## src/rtl/rtc_bcd_clock.sv

```systemverilog
// rtc_bcd_clock: free-running BCD calendar clock resynchronised to RTC snapshots; alarm built only with RTC_CLOCK_ALARM_EN
module rtc_bcd_clock #(
  parameter int c_clk_mhz  = 50,
  parameter int c_tick_div = c_clk_mhz * 1000000
) (
  input  logic        clk,
  input  logic        reset,
  input  logic        sync,
  input  logic [55:0] datetime_i,
  output logic [55:0] datetime_o,
  output logic        pps,
  output logic        valid,
  input  logic        alarm_wr,
  input  logic [23:0] alarm_i,
  input  logic        alarm_ack,
  output logic        alarm_o
);
  localparam int pw = (c_tick_div > 1) ? $clog2(c_tick_div) : 1;
  localparam logic [pw-1:0] pre_max = pw'(c_tick_div - 1);
  localparam logic [55:0] dt_rst = 56'h00_01_01_01_00_00_00;
  logic [pw-1:0] pre_q, pre_d;
  logic [55:0]   dt_q, dt_d, dt_inc;
  logic          pps_q, pps_d, valid_q, valid_d;
  logic [7:0]    yy, mo, dd, wd, hh, mi, ss, dim;
  logic [1:0]    yr_mod4;
  logic          c_s, c_m, c_h, c_d, c_mo, tc;
  function automatic logic [7:0] bcd_inc(input logic [7:0] b);
    return (b[3:0] == 4'h9) ? {b[7:4] + 4'h1, 4'h0} : b + 8'h1;
  endfunction
  function automatic logic [7:0] bcd_wrap(input logic [7:0] b, input logic [7:0] lim, input logic [7:0] base);
    return (b >= lim) ? base : bcd_inc(b);
  endfunction
  // one-second increment of the current datetime with the full BCD carry chain
  always_comb begin
    {yy, mo, dd, wd, hh, mi, ss} = dt_q;
    yr_mod4 = {yy[4], 1'b0} + yy[1:0];
    dim = (mo == 8'h02) ? ((yr_mod4 == 2'b00) ? 8'h29 : 8'h28) :
          (mo == 8'h04 || mo == 8'h06 || mo == 8'h09 || mo == 8'h11) ? 8'h30 : 8'h31;
    c_s  = ss >= 8'h59;
    c_m  = c_s && mi >= 8'h59;
    c_h  = c_m && hh >= 8'h23;
    c_d  = c_h && dd >= dim;
    c_mo = c_d && mo >= 8'h12;
    dt_inc = {c_mo ? ((yy == 8'h99) ? 8'h00 : bcd_inc(yy)) : yy,
              c_d ? bcd_wrap(mo, 8'h12, 8'h01) : mo,
              c_h ? bcd_wrap(dd, dim, 8'h01) : dd,
              c_h ? bcd_wrap(wd, 8'h07, 8'h01) : wd,
              c_m ? bcd_wrap(hh, 8'h23, 8'h00) : hh,
              c_s ? bcd_wrap(mi, 8'h59, 8'h00) : mi,
              bcd_wrap(ss, 8'h59, 8'h00)};
  end
  // sync overrides the local tick; a seconds change realigns the prescaler and raises pps
  always_comb begin
    tc      = pre_q == pre_max;
    dt_d    = sync ? datetime_i : tc ? dt_inc : dt_q;
    pre_d   = ((sync && datetime_i[7:0] != dt_q[7:0]) || tc) ? '0 : pre_q + pw'(1);
    pps_d   = dt_d[7:0] != dt_q[7:0];
    valid_d = valid_q | sync;
  end
  // state registers
  always_ff @(posedge clk) begin
    if (reset) begin
      pre_q   <= '0;
      dt_q    <= dt_rst;
      pps_q   <= 1'b0;
      valid_q <= 1'b0;
    end else begin
      pre_q   <= pre_d;
      dt_q    <= dt_d;
      pps_q   <= pps_d;
      valid_q <= valid_d;
    end
  end
  assign datetime_o = dt_q;
  assign pps        = pps_q;
  assign valid      = valid_q;
`ifdef RTC_CLOCK_ALARM_EN
  logic [23:0] alarm_q, alarm_d;
  logic        hit_q, hit_d;
  // alarm time register and sticky match flag; a new match beats ack
  always_comb begin
    alarm_d = alarm_wr ? alarm_i : alarm_q;
    hit_d   = (pps_q && dt_q[23:0] == alarm_q) || (hit_q && !alarm_ack);
  end
  // alarm registers
  always_ff @(posedge clk) begin
    if (reset) begin
      alarm_q <= '0;
      hit_q   <= 1'b0;
    end else begin
      alarm_q <= alarm_d;
      hit_q   <= hit_d;
    end
  end
  assign alarm_o = hit_q;
`else
  logic unused_alarm;
  assign unused_alarm = ^{alarm_wr, alarm_i, alarm_ack};
  assign alarm_o = 1'b0;
`endif
endmodule

```

## config.mk

```make
export PLATFORM = sky130hd
export DESIGN_NAME = rtc_bcd_clock
export DESIGN_NICKNAME = d
export VERILOG_FILES = /design/src/rtl/rtc_bcd_clock.sv
export SDC_FILE = /design/constraint.sdc
export NUM_CORES = 1
export LEC_CHECK = 0
export CORE_MARGIN = 2
export CORE_UTILIZATION = 40
export DETAILED_ROUTE_END_ITERATION = 10
export PLACE_DENSITY = 0.68
export SLEW_MARGIN = 40
export SYNTH_ARGS = -nofsm -noshare
export SYNTH_HDL_FRONTEND = slang
export SYNTH_SLANG_ARGS = --single-unit
```

## constraint.sdc

```tcl
create_clock -name clk -period 4.25 [get_ports clk]
set_clock_uncertainty 0.05 [all_clocks]
set_input_delay 0.85 -clock clk [delete_from_list [all_inputs] [get_ports clk]]
set_output_delay 0.85 -clock clk [all_outputs]
set_load 0.005 [all_outputs]
```

==> impl_results.md <==
* Status: completed
* Clk buf depth at 2
* Number of synthesized flops with an enable pin at 0
* Initial Utilization at 40.8%
* CTS tree: yes
* Num rows at 42
* First-pass GRT wire length at 26600 um
* Final wirelength at 16200 um
* Max Used Layer: met4
* Vias in the first global route at 5419
* Hold worst-path end: pre_q[0]
* TNS Setup at 0 ns
* DIE WIDTH at 120 um
* FMAX at 261 MHz
* Critical path peak fanout at 9
* Register area at 0.00168 mm2
* Post-synth net total at 819
* Root buffer cell: clkbuf_16
* CP Launch Type: register
* IO Port Bufs at 116
* Int Power at 1.53 mW
* I/O pin count at 144
* HPWL Detailed at 11400 um
* Hold Vio Cnt, Final at 0
* Yosys reg bits at 84
* Metal3 WL at 876 um
* Worst Path Arrival at 4.04 ns
* Vias per cell at 5.78
* Core area at 0.0132 mm2
* Number of setup buffers added after CTS at 0
* Switching power total at 0.543 mW
* Most used flip-flop cell after synthesis: dfxtp_1
* Antenna-violating nets left at 0
* CTS Sinks at 84
* Fillers at 1285
* Layout cells sized above 1 at 4.95%
* Die height at 120 um
* Worst Setup End Kind: register
* Reg power frac at 42.6%
* WHS Path Cells at 1
* Remaining routing DRC violations at 0
* Peak supply drop at 0.142 mV
* Post-Synthesis Mean Instance Area at 7.65 um2
* Worst hold start: pre_q[0]
* Multi-input logic area at 0.00349 mm2
* Met2 routed WL at 7850 um
* Largest net degree at the start of global routing at 65
* Cell taking the most area after synthesis: dfxtp_1
* Slew headroom at 49.2%
* # resized after CTS at 0
* Async S/R FF share, synth at 0%
* Worst reg-to-reg path cell count at 11
* Minimum clock period at 3.83 ns
* Comb pwr share at 16.1%
* Clk pwr share at 41.3%
* Design Power at 2.08 mW
* Reg-to-Reg Start: datetime_o[45]
* Non-Filler Instances at 984
* PwrDens at 296 mW/mm2
* Gr usage total at 22.5%
* Number of diodes at 0
* Place WS at 0.482 ns
* Period utilization at 90.1%
* Area contributors post-synth: dfxtp_1 (31%), ha_1 (6.2%), nor2_1 (5.7%), nand2_1 (4.9%), xnor2_1 (4.2%)
* Post-synthesis sequential area ratio at 31.1%
* Max-cap violations at 0
* Syn. warnings at 0
* H-tree lvl count at 3
* Slew Viols, Final at 0
* Critical path type: register to register
* CTS Hold Bufs at 0
* Worst-margin pin slew at 0.758 ns
* Clock-pin slew on the worst setup and hold paths at 0.07 ns
* Initial antenna violation count at 0
* Type of the worst min-delay path: register to register
* R2R setup slack at 0.42 ns
* Gate Count Post-Synth at 707
* Initial DRC Count at 568
* Area growth, synth to finish at 29.8%
* Grt total ovfl at 0
* Inst Count DP at 967
* DR vias at 5689
* Die Area at 0.0145 mm2
* Mapped Area at 0.00541 mm2
* DRT met1 WL at 7120 um
* Later-pin clock latency in the skew report at 0.35 ns
* Final core occ at 53.0%
* GP Congestion at 0.882
* Switching portion of total power at 26.2%
* Netlist cell types at 68
* Inserted Clock Buffers at 9
* # setup viols final at 0
* Final worst setup slack at 0.420 ns
* Worst Path Required at 4.46 ns
* Synth top area share at 31.1%
* Reg2reg end: datetime_o[33]
* RSZ-0062 raised after global routing: false
* DRT Pass-1 Iters at 5
* Fin nets at 915
* Leak Pwr at 2.53 nW
* Avg WL per Cell at 16.4 um
[power groups by stage]
stage / registers (mW) / logic (mW) / clock network (mW)
global route: 0.890 / 0.367 / 0.911
CTS: 0.881 / 0.335 / 0.870
floorplan: 0.876 / 0.181 / 0
detailed placement: 0.899 / 0.332 / 0
global placement: 0.897 / 0.324 / 0
finish: 0.883 / 0.335 / 0.857
[critical path, stage by stage, from the launching register on]
cell	delay (ns)
dfxtp_1	0.41
inv_1	0.12
ha_1	0.20
nor4b_1	0.26
nand3_1	0.19
o32a_1	0.21
ha_1	0.28
or4b_1	0.47
a221oi_1	0.41
nand4_1	0.32
or4_1	0.56
a311oi_1	0.25
[worst max path at each step]
stage / startpoint / endpoint / slack (ns) / cells past startpoint
after floorplan: datetime_o[42] / datetime_o[33] / 0.91 / 11
after global placement: datetime_o[45] / datetime_o[33] / 0.61 / 11
after detailed placement: datetime_o[45] / datetime_o[33] / 0.48 / 11
after CTS: datetime_o[45] / datetime_o[33] / 0.46 / 11
after global routing: datetime_o[45] / datetime_o[33] / 0.02 / 11
final: datetime_o[45] / datetime_o[33] / 0.42 / 11
[layout by cell type (no fill, tap or decap), drive strengths merged, types with 12 or more instances in the layout]
cell,count
clkdlybuf4s50,114
dfxtp,84
nor2,82
nand2,72
a21oi,41
nand3,37
o21ai,35
nor3,29
ha,27
inv,26
xnor2,26
xor2,20
nand4,18
a31oi,15
a221oi,13
clkbuf,12
[registers in the layout (all words and copies together) (netlist names)]
signal	count
pre_q	26
datetime_o	56
pps	1
valid	1
[cells in the mapped netlist (4+ instances only)]
| cell | number |
|---|---|
| inv_1 | 26 |
| nor4b_1 | 6 |
| o32ai_1 | 4 |
| xor2_1 | 20 |
| mux2i_1 | 4 |
| dfxtp_1 | 84 |
| nor2b_1 | 8 |
| a221oi_1 | 13 |
| a21oi_1 | 41 |
| nand2b_1 | 10 |
| nor3_1 | 28 |
| a31oi_1 | 15 |
| nand4_1 | 18 |
| nor2_1 | 82 |
| nand3b_1 | 5 |
| o21ai_0 | 34 |
| o22ai_1 | 8 |
| nand3_1 | 37 |
| xnor2_1 | 26 |
| or3_1 | 4 |
| nand2_1 | 71 |
| clkbuf_1 | 35 |
| a311oi_1 | 6 |
| and2_1 | 10 |
| ha_1 | 27 |
| a22oi_1 | 6 |
| a211oi_1 | 10 |
| and3_1 | 10 |
[layer usage]
metal / up-vias / GRT usage (%)
li1: 2747 / -
met1: 2689 / 28.2
met2: 228 / 38.2
met3: 25 / 4.01
met4: 0 / 9.30
met5: - / 0
[per-stage QoR]
stage,area (um2),hold slack (ns)
2_1_floorplan,5410,0.363
3_3_place_gp,6680,0.374
3_5_place_dp,6680,0.390
4_1_cts,7000,0.398
5_1_grt,7020,0.429
6_report,7020,0.404
[area by class of cell]
cell class,instances,share of cell area [%]
Tap cell,176,3.14
Timing Repair Buffer,123,17.2
Sequential cell,84,24.0
Clock buffer,12,3.51
Clock inverter,4,1.03
Inverter,27,1.44
Multi-Input combinational cell,558,49.7
[cell families (layout without fill, tap and decap cells)]
group / count (synthesis) / in the layout / synth area share [%]
AO/OA/AOI/OAI: 163 / 163 / 19.5
XOR/XNOR: 46 / 46 / 7.45
adder cells (fa/ha/maj): 27 / 27 / 6.25
buffers and inverters: 65 / 166 / 4.61
flip-flops: 84 / 84 / 31.1
multiplexers: 5 / 5 / 0.949
other: 1 / 1 / 0.0694
AND/OR/NAND/NOR: 316 / 316 / 30.0
Note: power is estimated with default switching activity, not from simulation.
